<file path="config.mk">
export PLATFORM = sky130hd
export DESIGN_NAME = multicycle_controller_flat
export DESIGN_NICKNAME = d
export VERILOG_FILES = /design/src/rtl/multicycle_controller_if.sv /design/src/rtl/multicycle_controller.sv /design/src/flat_wrapper.sv
export SDC_FILE = /design/constraint.sdc
export NUM_CORES = 1
export LEC_CHECK = 0
export CELL_PAD_IN_SITES_DETAIL_PLACEMENT = 1
export CELL_PAD_IN_SITES_GLOBAL_PLACEMENT = 2
export CORE_UTILIZATION = 19
export CTS_CLUSTER_DIAMETER = 30
export DETAILED_ROUTE_END_ITERATION = 10
export GPL_TIMING_DRIVEN = 1
export PLACE_DENSITY_LB_ADDON = 0.12
export SYNTH_ARGS = -nofsm -noshare
export SYNTH_HDL_FRONTEND = slang
export SYNTH_SLANG_ARGS = --single-unit
</file>
<file path="constraint.sdc">
create_clock -name clk -period 1.8 [get_ports clk]
set_input_delay 0.36 -clock clk [delete_from_list [all_inputs] [get_ports clk]]
set_output_delay 0.36 -clock clk [all_outputs]
set_load 0.1 [all_outputs]
</file>
<file path="src/rtl/multicycle_controller_if.sv">
// Control bundle between the multicycle controller and its datapath.
// master: the controller (reads instruction fields/flags, drives enables and selects).
// slave: the datapath side.
interface multicycle_controller_if;
  logic [6:0] op;
  logic [2:0] funct3;
  logic [6:0] funct7;
  logic       zero;
  logic       pc_write;
  logic       adr_src;
  logic       mem_write;
  logic       ir_write;
  logic [1:0] result_src;
  logic [1:0] alu_src_a;
  logic [1:0] alu_src_b;
  logic [2:0] alu_control;
  logic [1:0] imm_src;
  logic       reg_write;
  logic       illegal_op;

  modport master (
    input  op, funct3, funct7, zero,
    output pc_write, adr_src, mem_write, ir_write, result_src, alu_src_a, alu_src_b,
           alu_control, imm_src, reg_write, illegal_op
  );

  modport slave (
    output op, funct3, funct7, zero,
    input  pc_write, adr_src, mem_write, ir_write, result_src, alu_src_a, alu_src_b,
           alu_control, imm_src, reg_write, illegal_op
  );
endinterface

</file>
<file path="src/rtl/multicycle_controller.sv">
// Main control FSM for the multicycle RV32I-subset core (lw, sw, R-type, I-type ALU, beq, jal).
// Moore outputs per state; imm_src/alu_control also follow the instruction fields and
// pc_write also follows the ALU zero flag.
// Optional macro ILLEGAL_TRAP_EN: unsupported opcodes park the FSM in a TRAP state that
// raises illegal_op until reset. Without it they fall back to FETCH as a nop.
module multicycle_controller #(
  parameter int unsigned FETCH_WAIT = 0  // extra FETCH cycles before capture, 0..15
) (
  input logic                     clk,
  input logic                     rst,
  multicycle_controller_if.master bus
);

  localparam logic [3:0] FetchLast = FETCH_WAIT[3:0];

  localparam logic [6:0] OpLoad  = 7'b0000011;
  localparam logic [6:0] OpStore = 7'b0100011;
  localparam logic [6:0] OpRtype = 7'b0110011;
  localparam logic [6:0] OpItype = 7'b0010011;
  localparam logic [6:0] OpBeq   = 7'b1100011;
  localparam logic [6:0] OpJal   = 7'b1101111;

  typedef enum logic [3:0] {
    StFetch,
    StDecode,
    StMemAdr,
    StMemRead,
    StMemWb,
    StMemWrite,
    StExecR,
    StExecI,
    StAluWb,
    StBeq,
    StJal
`ifdef ILLEGAL_TRAP_EN
    , StTrap
`endif
  } state_e;

  state_e     state_q, state_d;
  logic [3:0] wait_q, wait_d;
  logic       fetch_last;
  logic       pc_update;
  logic       branch;
  logic [1:0] alu_op;

  // Only funct7[5] matters for this subset.
  logic unused_funct7;
  assign unused_funct7 = ^{bus.funct7[6], bus.funct7[4:0]};

  assign fetch_last = (wait_q == FetchLast);

  // State and fetch-wait counter registers; reset aborts any instruction in flight.
  always_ff @(posedge clk or posedge rst) begin
    if (rst) begin
      state_q <= StFetch;
      wait_q  <= 4'd0;
    end else begin
      state_q <= state_d;
      wait_q  <= wait_d;
    end
  end

  // Next-state logic; the wait counter only runs while held in FETCH.
  always_comb begin
    state_d = state_q;
    wait_d  = 4'd0;
    unique case (state_q)
      StFetch: begin
        if (fetch_last) state_d = StDecode;
        else            wait_d  = wait_q + 4'd1;
      end
      StDecode: begin
        unique case (bus.op)
          OpLoad, OpStore: state_d = StMemAdr;
          OpRtype:         state_d = StExecR;
          OpItype:         state_d = StExecI;
          OpBeq:           state_d = StBeq;
          OpJal:           state_d = StJal;
`ifdef ILLEGAL_TRAP_EN
          default:         state_d = StTrap;
`else
          default:         state_d = StFetch;  // nop: PC already advanced in FETCH
`endif
        endcase
      end
      StMemAdr:   state_d = bus.op[5] ? StMemWrite : StMemRead;
      StMemRead:  state_d = StMemWb;
      StMemWb:    state_d = StFetch;
      StMemWrite: state_d = StFetch;
      StExecR:    state_d = StAluWb;
      StExecI:    state_d = StAluWb;
      StAluWb:    state_d = StFetch;
      StBeq:      state_d = StFetch;
      StJal:      state_d = StAluWb;
`ifdef ILLEGAL_TRAP_EN
      StTrap:     state_d = StTrap;
`endif
      default:    state_d = StFetch;
    endcase
  end

  // Moore decode of the datapath enables and mux selects.
  always_comb begin
    pc_update      = 1'b0;
    branch         = 1'b0;
    alu_op         = 2'b00;
    bus.adr_src    = 1'b0;
    bus.mem_write  = 1'b0;
    bus.ir_write   = 1'b0;
    bus.result_src = 2'b00;
    bus.alu_src_a  = 2'b00;
    bus.alu_src_b  = 2'b00;
    bus.reg_write  = 1'b0;
    unique case (state_q)
      StFetch: begin
        bus.alu_src_b  = 2'b10;
        bus.result_src = 2'b10;
        bus.ir_write   = fetch_last;
        pc_update      = fetch_last;
      end
      StDecode: begin
        bus.alu_src_a = 2'b01;
        bus.alu_src_b = 2'b01;
      end
      StMemAdr: begin
        bus.alu_src_a = 2'b10;
        bus.alu_src_b = 2'b01;
      end
      StMemRead: bus.adr_src = 1'b1;
      StMemWb: begin
        bus.result_src = 2'b01;
        bus.reg_write  = 1'b1;
      end
      StMemWrite: begin
        bus.adr_src   = 1'b1;
        bus.mem_write = 1'b1;
      end
      StExecR: begin
        bus.alu_src_a = 2'b10;
        alu_op        = 2'b10;
      end
      StExecI: begin
        bus.alu_src_a = 2'b10;
        bus.alu_src_b = 2'b01;
        alu_op        = 2'b10;
      end
      StAluWb: bus.reg_write = 1'b1;
      StBeq: begin
        bus.alu_src_a = 2'b10;
        alu_op        = 2'b01;
        branch        = 1'b1;
      end
      StJal: begin
        bus.alu_src_a = 2'b01;
        bus.alu_src_b = 2'b10;
        pc_update     = 1'b1;
      end
      default: ;  // TRAP (when present) keeps every enable low
    endcase
  end

  assign bus.pc_write = pc_update | (branch & bus.zero);

`ifdef ILLEGAL_TRAP_EN
  assign bus.illegal_op = (state_q == StTrap);
`else
  assign bus.illegal_op = 1'b0;
`endif

  // Immediate format from the opcode alone.
  always_comb begin
    bus.imm_src = 2'b00;
    unique case (bus.op)
      OpStore: bus.imm_src = 2'b01;
      OpBeq:   bus.imm_src = 2'b10;
      OpJal:   bus.imm_src = 2'b11;
      default: bus.imm_src = 2'b00;
    endcase
  end

  // ALU control decode; unsupported funct3 falls back to add.
  always_comb begin
    bus.alu_control = 3'b000;
    unique case (alu_op)
      2'b01: bus.alu_control = 3'b001;
      2'b10: begin
        unique case (bus.funct3)
          3'b000:  bus.alu_control = (bus.funct7[5] & bus.op[5]) ? 3'b001 : 3'b000;
          3'b010:  bus.alu_control = 3'b101;
          3'b110:  bus.alu_control = 3'b011;
          3'b111:  bus.alu_control = 3'b010;
          default: bus.alu_control = 3'b000;
        endcase
      end
      default: bus.alu_control = 3'b000;
    endcase
  end

endmodule

</file>
<file path="src/flat_wrapper.sv">
// flat-port wrapper written by rule: the top's interface ports become plain ports
module multicycle_controller_flat 
#(
  parameter int unsigned FETCH_WAIT = 0                                             
)
  (clk, rst, bus_op, bus_funct3, bus_funct7, bus_zero, bus_pc_write, bus_adr_src, bus_mem_write, bus_ir_write, bus_result_src, bus_alu_src_a, bus_alu_src_b, bus_alu_control, bus_imm_src, bus_reg_write, bus_illegal_op);
  multicycle_controller_if bus_i ();
  input logic clk;
  input logic rst;
  input wire logic [$bits(bus_i.op)-1:0] bus_op;
  input wire logic [$bits(bus_i.funct3)-1:0] bus_funct3;
  input wire logic [$bits(bus_i.funct7)-1:0] bus_funct7;
  input wire logic [$bits(bus_i.zero)-1:0] bus_zero;
  output wire logic [$bits(bus_i.pc_write)-1:0] bus_pc_write;
  output wire logic [$bits(bus_i.adr_src)-1:0] bus_adr_src;
  output wire logic [$bits(bus_i.mem_write)-1:0] bus_mem_write;
  output wire logic [$bits(bus_i.ir_write)-1:0] bus_ir_write;
  output wire logic [$bits(bus_i.result_src)-1:0] bus_result_src;
  output wire logic [$bits(bus_i.alu_src_a)-1:0] bus_alu_src_a;
  output wire logic [$bits(bus_i.alu_src_b)-1:0] bus_alu_src_b;
  output wire logic [$bits(bus_i.alu_control)-1:0] bus_alu_control;
  output wire logic [$bits(bus_i.imm_src)-1:0] bus_imm_src;
  output wire logic [$bits(bus_i.reg_write)-1:0] bus_reg_write;
  output wire logic [$bits(bus_i.illegal_op)-1:0] bus_illegal_op;
  assign bus_i.op = bus_op;
  assign bus_i.funct3 = bus_funct3;
  assign bus_i.funct7 = bus_funct7;
  assign bus_i.zero = bus_zero;
  assign bus_pc_write = bus_i.pc_write;
  assign bus_adr_src = bus_i.adr_src;
  assign bus_mem_write = bus_i.mem_write;
  assign bus_ir_write = bus_i.ir_write;
  assign bus_result_src = bus_i.result_src;
  assign bus_alu_src_a = bus_i.alu_src_a;
  assign bus_alu_src_b = bus_i.alu_src_b;
  assign bus_alu_control = bus_i.alu_control;
  assign bus_imm_src = bus_i.imm_src;
  assign bus_reg_write = bus_i.reg_write;
  assign bus_illegal_op = bus_i.illegal_op;
  multicycle_controller #(.FETCH_WAIT(FETCH_WAIT)) u_core (.clk(clk), .rst(rst), .bus(bus_i));
endmodule
</file>
==> results of run 1 <==
==> routing by layer <==
layer | track usage (%) | up-vias
met3 | 1.58 | 2
met5 | 0 | -
met2 | 22.5 | 23
li1 | - | 446
met1 | 15.7 | 425
met4 | 2.45 | 0
==> worst paths after layout <==
check                                                      to  slack (ns)                        from
max in group asynchronous       u_core.state_q[2]$_DFFE_PP0P_        1.14                         rst
min in group clk                   u_core.wait_q[0]$_DFF_PP0_        0.54  u_core.wait_q[0]$_DFF_PP0_
worst max-delay path                             bus_pc_write       -0.54  u_core.wait_q[1]$_DFF_PP0_
worst min register to register     u_core.wait_q[0]$_DFF_PP0_        0.54  u_core.wait_q[0]$_DFF_PP0_
worst min-delay path               u_core.wait_q[0]$_DFF_PP0_        0.39                         rst
worst max register to register  u_core.state_q[0]$_DFFE_PP0P_        0.21  u_core.wait_q[1]$_DFF_PP0_
==> area by class of cell <==
cell class / count / area (µm²) / share of cell area (%)
timing repair buffer: 64 / 741 / 42.3
sequential: 8 / 201 / 11.5
clock buffer: 3 / 41.3 / 2.36
multi-input combinational: 72 / 672 / 38.3
inverter: 10 / 37.5 / 2.14
tap: 48 / 60.1 / 3.43
==> flip-flops by register name, indices dropped and copies added (netlist names) <==
name and count:
u_core.wait_q 4, u_core.state_q 4
==> synth_stat cells, types with 2 or more instances <==
| cell | number | area share [%] |
|---|---|---|
| a21oi_1 | 4 | 2.6 |
| and3b_1 | 2 | 2.3 |
| clkbuf_8 | 2 | 3.6 |
| dfrtp_1 | 8 | 26 |
| ha_1 | 4 | 6.6 |
| inv_1 | 10 | 5.0 |
| nand2_1 | 7 | 3.5 |
| nand2b_1 | 4 | 3.3 |
| nand3_1 | 3 | 2.0 |
| nor2_1 | 7 | 3.5 |
| nor2b_1 | 4 | 3.3 |
| nor3_1 | 5 | 3.3 |
| nor3b_1 | 3 | 3.0 |
| o21ai_0 | 4 | 2.6 |
| or2_2 | 2 | 1.7 |
| xnor2_1 | 4 | 4.6 |
| xor2_1 | 2 | 2.3 |
==> through the flow <==
stage	util [%]	total power (W)	TNS, ns
after floorplan	-	0.00115	-4.79
after global placement	41.8	0.00166	-0.809
after detailed placement	41.8	0.00167	-0.925
after CTS	44.9	0.00192	-2.21
after global routing	46.8	0.00202	-3.28
final	46.8	0.00194	-2.50
==> cell families after synthesis <==
| logic type | Yosys count |
|---|---|
| AND/OR/NAND/NOR | 46 |
| buffers and inverters | 15 |
| other | 1 |
| adder cells (fa/ha/maj) | 4 |
| XOR/XNOR | 6 |
| flip-flops | 8 |
| AO/OA/AOI/OAI | 15 |
==> repair_timing <==
action,CTS,global route
gates resized for setup,21,8
pin swaps,9,6
gates cloned,0,0
endpoints found under the setup margin,13,12
setup buffers,4,4
hold buffers,0,0
==> worst max-delay path: cells and delay by family, from the launching register on <==
kind,cells,cell delay (ns)
and+or+nand+nor,2,0.82
adders and majority gates,1,0.14
AOI/OAI and AO/OA,1,0.17
DFF,1,0.38
buffers and inverters,2,0.25
==> power by group through the flow <==
stage,combinational [W],clock [W],sequential [W]
6_report,0.00152,0.000206,0.000214
2_1_floorplan,0.000935,0,0.000212
5_1_grt,0.00158,0.000228,0.000215
3_5_place_dp,0.00146,0,0.000215
3_3_place_gp,0.00144,0,0.000216
4_1_cts,0.00149,0.000216,0.000214
==> summary.txt, run 1 <==
H-tree level count: 1
# IOs: 37
first-pass GRT wire length: 4180 µm
drt pass-1 iters: 4
Primary FF master, synth: dfrtp_1
Psw: 0.000997 W
startpoint types: register
Layout area overhead: 132%
CTS Buf Count: 3
FFs w/ async S/R, synth: 100%
number of synthesized flops with an enable pin: 0
cells after synthesis: 95
most frequent cells in the layout: buf_4 (28), buf_12 (17), clkdlybuf4s50_1 (7), dfrtp_1 (7)
Critical Path, Cell by Cell: inv_1 -> ha_1 -> or3b_4 -> or4_4 -> a21oi_4 -> buf_12
Cells after DPL: 194
core area: 3740 µm²
total track usage: 12.5%
part of the power in registers: 11.1%
main combinational cell family by area after synthesis: simple AND/OR/NAND/NOR gates
layout cell share with drive strength beyond 1: 58.6%
top layer in use: met4
initial antenna violation count: 0
Synth Area in Compound Gates: 12.4%
Inserted Diodes: 0
Final Setup Violations: 11
Clock Path Buffers: 2
IO Port Bufs: 29
Synth Warn #: 0
Crit path largest cell delay: 0.44 ns
CTS Sinks: 8
synthesized-area fraction occupied by adder cells: 6.62%
Req. time, crit path: 1.44 ns
Peak VDD IR: 520 µV
Worst-Skew Late Latency: 0.22 ns
Placed Area: 1570 µm²
Fillers: 434
synthesized area per cell: 7.96 µm²
worst hold margin: 0.392 ns
CTS tree: done
Power Dens Cells: 1110 nW/µm²
Gate power share: 78.3%
most common library cell in the layout ignoring fill and taps: buf_4
area of the die: 4230 µm²
Wirelength per Cell: 12.0 µm
clock skew: 0.00417 ns
vias in the first global route: 948
Hold Fails Final Rpt: 0
period utilisation layout: 130%
worst-path maximum fanout: 2
Finished Layout Cells: 205
Syn Std Cell Area: 756 µm²
via count: 896
largest net degree at the start of global routing: 13
routed wl met2: 1300 µm
syn_nets: 119
mux cell area share after synthesis: 0%
max-slew violations: 0
number of distinct library cells after synthesis: 37
die width: 65.1 µm
RD Place Congestion: 0.679
register area share after synthesis: 26.5%
Worst-path clk slew: 0.04 ns
DP HPWL: 2040 µm
Starting DRT DRC Count: 10
Final Net Count: 183
WS Path Type: register to output port
pre-CTS setup slack: -0.329 ns
WL met3: 77 µm
slowest CP cell: or4_4
leakage power: 0.784 nW
DRC: 0
DRT Wirelength: 2460 µm
DRT antenna net count: 0
CP endpoint kind: output port
Std-Cell Rows: 22
Max-Cap Viols: 0
fmax: 427 MHz
violated checks: setup timing
Post-Synth Simple-Gate Area: 36.3%
clk root buf: clkbuf_8
Tmin final: 2.34 ns
Critical Path AT: 1.98 ns
Clk pwr share: 10.6%
Register-to-Register Path Depth: 6
#FFs+latches synth: 8
final instance area: 1750 µm²
Net Sw Frac: 51.4%
Die H: 65.1 µm
gr ovfl total: 0
starting density of the core: 20.2%
Via density: 4.37
XOR/XNOR share of the synthesized area: 6.95%
status: finished with violations
Final WS setup: -0.540 ns
M1 wire length: 1070 µm
Hold Crit Class: primary input to asynchronous set/reset pin
RSZ-0062 raised after global routing: yes
P_int: 0.000941 W
(Power assumes the default switching activity.)
==> run 2: changes to the inputs <==
- RECOVER_POWER: default -> 50
==> run 2 against run 1 <==
The run still ends with setup timing left. Via count unchanged. Clock skew unchanged. Largest cell class unchanged. Worst setup slack unchanged. Highest routed layer unchanged. Wire length unchanged. Non-clock buffer count unchanged.
==> summary.txt, run 2 (synthesized netlist as in run 1, its figures left out) <==
DRT antenna net count: 0 (unchanged)
Clock Path Buffers: 2 (unchanged)
Final WS setup: -0.540 ns (unchanged)
Wirelength per Cell: 12.0 µm (unchanged)
initial antenna violation count: 0 (unchanged)
DRT Wirelength: 2460 µm (unchanged)
drt pass-1 iters: 4 (unchanged)
Peak VDD IR: 520 µV (about the same)
Starting DRT DRC Count: 10 (unchanged)
worst reg2reg setup slack: 0.21 ns (about the same)
Inserted Diodes: 0 (unchanged)
Register-to-Register Path Depth: 6 (unchanged)
max-slew violations: 0 (unchanged)
Net Sw Frac: 51.5% (about the same)
reg2reg start: u_core.wait_q[1]$_DFF_PP0_
Hold Fails Final Rpt: 0 (unchanged)
fmax: 427 MHz (unchanged)
status: finished with violations
Gate power share: 78.3% (about the same)
period utilisation layout: 130% (unchanged)
startpoint types: register
# IOs: 37 (unchanged)
area of the die: 4230 µm² (unchanged)
vias in the first global route: 948 (unchanged)
CTS Buf Count: 3 (unchanged)
worst r2r dst: u_core.state_q[0]$_DFFE_PP0P_
Final Setup Violations: 11 (unchanged)
P_int: 0.000941 W (about the same)
H-tree level count: 1 (unchanged)
most common library cell in the layout ignoring fill and taps: buf_4
Psw: 0.000997 W (unchanged)
gr ovfl total: 0 (unchanged)
Critical Path, Cell by Cell: inv_1 -> ha_1 -> or3b_4 -> or4_4 -> a21oi_4 -> buf_12
total track usage: 12.5% (unchanged)
CTS tree: done
Crit path largest cell delay: 0.44 ns (about the same)
first-pass GRT wire length: 4180 µm (unchanged)
Setup crit start: u_core.wait_q[1]$_DFF_PP0_
RSZ-0062 raised after global routing: yes
CP endpoint kind: output port
RD Place Congestion: 0.679 (unchanged)
via count: 896 (unchanged)
leakage power: 0.784 nW (about the same)
Clk pwr share: 10.6% (about the same)
clock skew: 0.00417 ns (unchanged)
die width: 65.1 µm (unchanged)
Fillers: 434 (unchanged)
IO Port Bufs: 29 (unchanged)
Layout area overhead: 132% (unchanged)
CTS Sinks: 8 (unchanged)
most frequent cells in the layout: buf_4 (28), buf_12 (17), dfrtp_1 (7)
largest net degree at the start of global routing: 13 (unchanged)
Tmin final: 2.34 ns (unchanged)
Worst-Skew Late Latency: 0.22 ns (about the same)
clk root buf: clkbuf_8
Hold Crit Class: primary input to asynchronous set/reset pin
Crit path max-delay family: simple AND/OR/NAND/NOR gates
Hold-fix buffers, CTS: 0 (unchanged)
Std-Cell Rows: 22 (unchanged)
WS Path Type: register to output port
Placed Area: 1570 µm² (unchanged)
largest registers: u_core.state_q x4, u_core.wait_q x4
Critical path buffers and inverters: 2 (unchanged)
Critical Path AT: 1.98 ns (about the same)
Via density: 4.37 (unchanged)
part of the power in registers: 11.1% (about the same)
violated checks: setup timing
starting density of the core: 20.2% (unchanged)
Worst-path clk slew: 0.04 ns (about the same)
DP HPWL: 2040 µm (unchanged)
worst-path maximum fanout: 2 (unchanged)
Max-Cap Viols: 0 (unchanged)
Final Net Count: 183 (unchanged)
Die H: 65.1 µm (unchanged)
final instance area: 1750 µm² (unchanged)
Power Dens Cells: 1110 nW/µm² (about the same)
worst hold margin: 0.530 ns (+0.137 ns)
layout cell share with drive strength beyond 1: 58.6% (unchanged)
core area: 3740 µm² (unchanged)
DRC: 0 (unchanged)
slowest CP cell: or4_4
Req. time, crit path: 1.44 ns (about the same)
run 2: cell types whose count changed in the layout (fill, tap and decap cells not counted):
cell             before  now
clkdlybuf4s50_1       7    6
dlygate4sd3_1         0    1
run 2: how the worst max path moves through the flow:
stage	to	slack, ns	cells past startpoint
after floorplan	bus_alu_control[2]	-0.61	6
after global placement	bus_pc_write	-0.28	6
after detailed placement	bus_pc_write	-0.33	6
after CTS	bus_pc_write	-0.54	6
after global routing	bus_pc_write	-0.60	6
final	bus_pc_write	-0.54	6
run 2: timing repair:
item | CTS | global route
endpoints found under the setup margin | 13 | 12
pin swaps | 9 | 6
setup buffers | 4 | 4
gates cloned | 0 | 0
gates resized for setup | 21 | 8
run 2: power by group through the flow:
stage | clock network (W) | registers (W) | logic [W]
4_1_cts | 0.000216 | 0.000214 | 0.00149
5_1_grt | 0.000228 | 0.000215 | 0.00158
3_3_place_gp | 0 | 0.000216 | 0.00144
3_5_place_dp | 0 | 0.000215 | 0.00146
6_report | 0.000206 | 0.000214 | 0.00152
2_1_floorplan | 0 | 0.000212 | 0.000935
run 2: final cells by class:
cell class	count	area (µm²)	area share, %
sequential	8	201	11.5
tap	48	60.1	3.43
multi-input combinational	72	672	38.3
timing repair buffer	64	741	42.3
inverter	10	37.5	2.14
clock buffer	3	41.3	2.36
run 2: per-layer routing:
layer  vias up  track usage, %  wire length [µm]
li1        446               -                 -
met1       425            15.7              1070
met2        23            22.5              1300
met3         2            1.58                77
met4         0            2.45                12
met5         -               0                 0
run 2: stage by stage:
stage	TNS, ns	total power, W	worst slack [ns]	instances	util, %
after floorplan	-4.79	0.00115	-0.607	95	-
after global placement	-0.809	0.00166	-0.285	194	41.8
after detailed placement	-0.925	0.00167	-0.329	194	41.8
after CTS	-2.21	0.00192	-0.540	201	44.9
after global routing	-3.28	0.00202	-0.596	205	46.8
final	-2.50	0.00194	-0.540	205	46.8
==> run 3: changes to the inputs <==
- ABC_CLOCK_PERIOD_IN_PS: default -> 1800
==> results of run 3 <==
The final DEF is identical to that of run 2; final timing and power are the same.
